## src/rtl/btn_event_unit.sv

```systemverilog
// Multi-channel push-button conditioner: synchroniser, debounce, edge pulse, auto-repeat.
// Latency: raw change to btn_level/btn_pulse is SYNC_STAGES+DB_CYCLES clk edges; repeats follow from the hold counter.
// Backpressure: none. Pulses are single-cycle events and are not held for a consumer.
// Ports:
//   clk, rst_n            clock, async active-low reset
//   raw_btn[N_CH]         asynchronous active-high button inputs
//   edge_mode[2*N_CH]     per channel {fall_en, rise_en}
//   repeat_en[N_CH]       per-channel auto-repeat enable
//   btn_level[N_CH]       debounced level
//   btn_pulse[N_CH]       one-cycle event (edge or repeat)
//   btn_repeat[N_CH]      qualifies btn_pulse as an auto-repeat
//   event_any             OR of btn_pulse
module btn_event_unit #(
  parameter int N_CH          = 4,
  parameter int SYNC_STAGES   = 2,
  parameter int DB_CYCLES     = 4,
  parameter int REPEAT_DELAY  = 8,
  parameter int REPEAT_PERIOD = 4
) (
  input  logic              clk,
  input  logic              rst_n,
  input  logic [N_CH-1:0]   raw_btn,
  input  logic [2*N_CH-1:0] edge_mode,
  input  logic [N_CH-1:0]   repeat_en,
  output logic [N_CH-1:0]   btn_level,
  output logic [N_CH-1:0]   btn_pulse,
  output logic [N_CH-1:0]   btn_repeat,
  output logic              event_any
);

  localparam int DB_W     = $clog2(DB_CYCLES) + 1;
  localparam int HOLD_MAX = (REPEAT_DELAY > REPEAT_PERIOD) ? REPEAT_DELAY : REPEAT_PERIOD;
  localparam int HOLD_W   = $clog2(HOLD_MAX) + 1;

  localparam logic [DB_W-1:0]   DB_LAST   = DB_W'(DB_CYCLES - 1);
  localparam logic [DB_W-1:0]   DB_SAT    = DB_W'(DB_CYCLES);
  localparam logic [HOLD_W-1:0] HOLD_DLY  = HOLD_W'(REPEAT_DELAY - 1);
  localparam logic [HOLD_W-1:0] HOLD_PER  = HOLD_W'(REPEAT_PERIOD - 1);
  localparam logic [HOLD_W-1:0] HOLD_SAT  = HOLD_W'(HOLD_MAX);

  for (genvar i = 0; i < N_CH; i++) begin : g_ch
    logic [SYNC_STAGES-1:0] sync_q, sync_d;
    logic [DB_W-1:0]        db_cnt_q, db_cnt_d;
    logic [HOLD_W-1:0]      hold_cnt_q, hold_cnt_d;
    logic                   rep_phase_q, rep_phase_d;  // 0: waiting initial delay, 1: periodic
    logic                   level_q, level_d;
    logic                   pulse_q, pulse_d;
    logic                   repeat_q, repeat_d;
    logic                   sync_out;
    logic                   rise_en, fall_en;
    logic                   level_chg;
    logic                   rep_active;
    logic                   rep_fire;
    logic [HOLD_W-1:0]      hold_tgt;

    always_comb begin
      sync_d      = {sync_q[SYNC_STAGES-2:0], raw_btn[i]};
      sync_out    = sync_q[SYNC_STAGES-1];
      rise_en     = edge_mode[2*i];
      fall_en     = edge_mode[2*i+1];
      level_d     = level_q;
      db_cnt_d    = db_cnt_q;
      hold_cnt_d  = hold_cnt_q;
      rep_phase_d = rep_phase_q;

      // Level is accepted on the edge where the mismatch has already been seen DB_CYCLES times.
      level_chg = (sync_out != level_q) && (db_cnt_q == DB_LAST);
      if (sync_out == level_q) begin
        db_cnt_d = '0;
      end else if (level_chg) begin
        level_d  = sync_out;
        db_cnt_d = '0;
      end else if (db_cnt_q != DB_SAT) begin
        db_cnt_d = db_cnt_q + 1'b1;
      end

      // The rise update edge itself sees level_q=0, so the hold counter starts from zero there.
      rep_active = level_q && rise_en && repeat_en[i];
      hold_tgt   = rep_phase_q ? HOLD_PER : HOLD_DLY;
      // A release landing on a repeat edge wins: no repeat on the level-change edge.
      rep_fire   = rep_active && !level_chg && (hold_cnt_q == hold_tgt);

      if (!rep_active || level_chg) begin
        hold_cnt_d  = '0;
        rep_phase_d = 1'b0;
      end else if (rep_fire) begin
        hold_cnt_d  = '0;
        rep_phase_d = 1'b1;
      end else if (hold_cnt_q != HOLD_SAT) begin
        hold_cnt_d = hold_cnt_q + 1'b1;
      end

      pulse_d  = (level_chg && (sync_out ? rise_en : fall_en)) || rep_fire;
      repeat_d = rep_fire;
    end

    always_ff @(posedge clk or negedge rst_n) begin
      if (!rst_n) begin
        sync_q      <= '0;
        db_cnt_q    <= '0;
        hold_cnt_q  <= '0;
        rep_phase_q <= 1'b0;
        level_q     <= 1'b0;
        pulse_q     <= 1'b0;
        repeat_q    <= 1'b0;
      end else begin
        sync_q      <= sync_d;
        db_cnt_q    <= db_cnt_d;
        hold_cnt_q  <= hold_cnt_d;
        rep_phase_q <= rep_phase_d;
        level_q     <= level_d;
        pulse_q     <= pulse_d;
        repeat_q    <= repeat_d;
      end
    end

    assign btn_level[i]  = level_q;
    assign btn_pulse[i]  = pulse_q;
    assign btn_repeat[i] = repeat_q;
  end

  assign event_any = |btn_pulse;

endmodule

```

## config.mk

```make
export PLATFORM = sky130hd
export DESIGN_NAME = btn_event_unit
export DESIGN_NICKNAME = d
export VERILOG_FILES = /design/src/rtl/btn_event_unit.sv
export SDC_FILE = /design/constraint.sdc
export NUM_CORES = 1
export LEC_CHECK = 0
export ABC_CLOCK_PERIOD_IN_PS = 1690
export CAP_MARGIN = 25
export CORE_MARGIN = 5
export CORE_UTILIZATION = 55
export DETAILED_ROUTE_END_ITERATION = 8
export PLACE_DENSITY_LB_ADDON = 0.25
export SLEW_MARGIN = 20
export SYNTH_ARGS = -nofsm -noshare
export SYNTH_HDL_FRONTEND = slang
export SYNTH_SLANG_ARGS = --single-unit
export TNS_END_PERCENT = 10
```

## constraint.sdc

```tcl
create_clock -name clk -period 1.69 [get_ports clk]
set_input_delay 0.4225 -clock clk [delete_from_list [all_inputs] [get_ports clk]]
set_output_delay 0.4225 -clock clk [all_outputs]
set_load 0.03 [all_outputs]
```

# Word-level counts from Yosys, hierarchy flattened
# Cells that the tools add are included.
# word_totals
regBits	52
latch_bits	0
mem_bits_rw	0
mem_bits_ro	0
inputBits	18
output_inout_bits	13
wordCells	161
mem_count	0
# classes
addsub	8
mul	0
div_mod_pow	0
magnitude_cmp	0
eq_ne	24
n_shift	0
mux	40
bitwise	4
reduce_logical	57
# op_table
op	n
$mux 3	16
$mux 4	12
$logic_and 1x1->1	24
$reduce_bool 3->1	8
$add 4x1->4 const B	4
$eq 4x3->1	4
$ne 4x4->1 const B	4
$add 3x1->3 const B	4
$eq 3x2->1 const B	4
$mux 1	12
$ne 3x3->1 const B	4
$logic_not 1->1	8
$logic_or 1x1->1	8
$reduce_and 2->1	4
$reduce_bool 2->1	4
$eq 1x1->1	4
$ne 1x1->1	4
$not 1->1	4
$reduce_or 4->1	1

# Logic depth before layout (Yosys ltp)
# depth
depth_word	7
depth_mapped	5

# Least setup slack after synthesis
# OpenSTA, ideal clock, no wires.
# synth_timing
kind	reg-to-output
start	reg g_ch[1].pulse_q
end	out event_any
t_arrival_ps	1034
required_ps	1267
slack_ps	234
stages_incl_launch_ff	2
n_path_buf	0
cell_sequence	dfrtp_1 or4_1
# synth_between
elab_chain_cells	1
# synth_lines
element	line	rtl
from (decl)	47	logic pulse_q, pulse_d;
from (signal assigned)	112	pulse_q <= pulse_d;
$reduce_or 4->1	122	assign event_any = |btn_pulse;
to (decl)	28	output logic event_any
# No other way between the ends.

# Worst setup path after layout
# Ends and elaborated chain as after synthesis.

==> impl_metrics.toml <==
[timing]
skew_ns = 0.0132
tightest_slew_ns = 0.304
hold_viol_final = 0
max_freq_mhz = 557
relSlewSlack = 0.797
fin_tns_setup_ns = -0.160
finalSetupViolations = 2
final.min_clock_period_ns = 1.79
drv_slew = 0
fin_crit_sh = 1.06
fin_ws_ns = -0.105
rsz0062_at_grt = "true"

[setup_path]
cpPeakStageDelay_ns = 0.53
worstSetupPathType = "reg -> out"
timing.rr.start = "g_ch[0].db_cnt_q[0]"
worstSetupStartpointType = "register"
cp-end-kind = "output port"
cp_slowest_cell = "or4_4"
crit_path_max_fanout = 2
cp.required_ns = 1.27
rrSetupSlack_ns = 0.28
critPathArrivalTime_ns = 1.37
path_cells = "or4_4 > buf_6"
r2r-end = "g_ch[0].pulse_q"
reg2reg_depth = 4

[clock_network]
clock-sinks = 52
cts_tree = "yes"
holdBufCountCts = 0
clock_path_buffers = 2
clockRootBuffer = "clkbuf_8"
clk-insertion-delay-late_ns = 0.31
clk_pin_slew_ns = 0.09
cts_max_level = 2
cts_inserted_buffers = 5

[synth]
synth_fp_nets = 291
yosysTopAreaCellShare = 0.503
synth.largest_area_cell = "dfrtp_1"
synth.avg_cell_area_sq_um = 10.1
syn_inst = 257
synth-seq-cells = 52
syn_area_sq_um = 2590
ys_types = 29
yosysSeqAreaShare = 0.503
synth-edff-count = 0
synthFlopType = "dfrtp_1"
async_flop_share = 1.00
synthTopCellsByArea = "dfrtp_1 50%, ha_1 7.7%, nand3_1 4.1%"
yosysWarnings = 0

[job]
cap_viol_max_count = 0

[place]
detailed_place_hpwl_um = 3160
io_buffers = 30
gp_congestion = 0.759

[floorplan]
io_pins = 31
rows = 25
chipWidth_um = 78.6
die-area_sq_um = 6180
start_util = 0.555
fp.dieH_um = 78.6
coreArea_sq_um = 4660

[outcome]
status = "complete, but fails checks"
failed_checks = "negative setup slack"

[global_route]
grt_usage = 0.160
overflow = 0
grt_pass1_wl_um = 7690
first_global_vias = 1792
grt_max_degree = 53
antenna_found_initial = 0

[detailed_routing]
wl_met1_um = 1930
dr_wl_met3_um = 174
route.detailed.drc = 0
drt_iter0_drc = 88
wl_um = 4300
vias = 1781
top_layer = "met4"
avgViaCountPerCell = 5.16
first_pass_iters = 4
wl_met2_um = 2080
ant_nets = 0
wire_per_inst_um = 12.5

[cells_and_area]
antenna_cells = 0
seq_area_sq_um = 1300
fin_nets = 324
multiInputGateArea_sq_um = 1110
fillers = 372
drive_gt1_frac = 0.0825
syn_to_final_growth_pct = 17.1

[power]
power_mw = 3.35
ir_drop_mv = 0.577
leakage_nw = 1.43
p_per_area_nw_per_um2 = 1110

[hold_path]
hp-class = "in -> async"
kinds of logic after synthesis:
| family | count (synthesis) | synth area share |
|---|---|---|
| multiplexers | 6 | 0.0242 |
| AND/OR/NAND/NOR | 97 | 0.193 |
| AO/OA/AOI/OAI | 35 | 0.0807 |
| XOR/XNOR | 16 | 0.0541 |
| buffers and inverters | 35 | 0.0681 |
| adder cells (fa/ha/maj) | 16 | 0.0773 |
| flip-flops | 52 | 0.503 |
flip-flops by register name, indices dropped and copies added (netlist names):
signal            count
g_ch.hold_cnt_q      16
g_ch.db_cnt_q        12
g_ch.sync_q           8
g_ch.level_q          4
g_ch.pulse_q          4
g_ch.rep_phase_q      4
g_ch.repeat_q         4
power by group:
part	internal [mW]	switching [mW]	leakage [nW]	total [mW]
combinational	0.453	0.552	0.686	1.01
sequential	1.39	0.119	0.692	1.51
clock	0.440	0.392	0.0552	0.832
metrics by stage:
step | cells | utilization | setup WS (ns) | hold WS (ns) | cell area (sq um)
global placement | 336 | 0.628 | -0.188 | 0.333 | 2930
floorplan | 257 | - | 0.234 | 0.127 | 2590
global route | 345 | 0.650 | -0.146 | 0.0979 | 3030
finish | 345 | 0.650 | -0.105 | 0.0901 | 3030
CTS | 344 | 0.647 | -0.133 | 0.0920 | 3010
detailed placement | 336 | 0.628 | -0.195 | 0.336 | 2930
layout make-up:
type                            count  area share
Inverter                           23      0.0285
Tap cell                           54      0.0223
Multi-Input combinational cell    170       0.368
Sequential cell                    52       0.429
Clock buffer                        6      0.0239
Clock inverter                      2      0.0116
Timing Repair Buffer               38       0.117
how the worst max path moves through the flow:
| stage | depth (start not counted) | end | from |
|---|---|---|---|
| 6_report | 2 | event_any | g_ch[1].pulse_q |
| 5_1_grt | 2 | event_any | g_ch[1].pulse_q |
| 4_1_cts | 2 | event_any | g_ch[1].pulse_q |
| 3_5_place_dp | 2 | event_any | g_ch[1].pulse_q |
| 3_3_place_gp | 2 | event_any | g_ch[1].pulse_q |
| 2_1_floorplan | 1 | event_any | g_ch[1].pulse_q |
synthesized netlist by cell type, types with 2 or more instances:
| cell type | n |
|---|---|
| or2_1 | 3 |
| nand3b_1 | 9 |
| xor2_1 | 8 |
| buf_4 | 12 |
| nor2b_1 | 4 |
| o22ai_1 | 4 |
| a31oi_1 | 3 |
| dfrtp_1 | 52 |
| xnor2_1 | 8 |
| o21ai_0 | 7 |
| ha_1 | 16 |
| nor2_1 | 26 |
| and3b_1 | 3 |
| nor3b_1 | 4 |
| inv_1 | 23 |
| mux2_2 | 2 |
| a211o_1 | 3 |
| a21oi_1 | 14 |
| mux2i_1 | 4 |
| nand3_1 | 21 |
| nand2b_1 | 7 |
| nand2_1 | 17 |
cells in the final DEF, fill, tap and decap left out, drive strengths merged, types with 6 or more instances in the layout:
cell           instances
dfrtp                 52
nor2                  26
inv                   23
nand3                 21
nand2                 17
clkdlybuf4s50         17
ha                    16
a21oi                 15
buf                   11
dlygate4sd2           10
nand3b                 9
xor2                   8
xnor2                  8
nand2b                 7
o21ai                  7
clkbuf                 6
per-layer routing:
metal | GRT usage | up-vias
met4 | 0.0699 | 0
met2 | 0.261 | 24
met5 | 0 | -
met1 | 0.196 | 841
met3 | 0.0470 | 9
li1 | - | 907
timing repair:
action	in CTS	in global routing
pin swaps	0	0
setup endpoints to repair	13	2
gates resized for setup	16	4
buffers inserted	0	1
critical path, delay by kind of cell (launching register included):
family                 cells  cell delay [ns]
buffers and inverters      1             0.15
AND/OR/NAND/NOR            1             0.53
flip-flops                 1             0.39
Note: power is estimated with default switching activity, not from simulation.
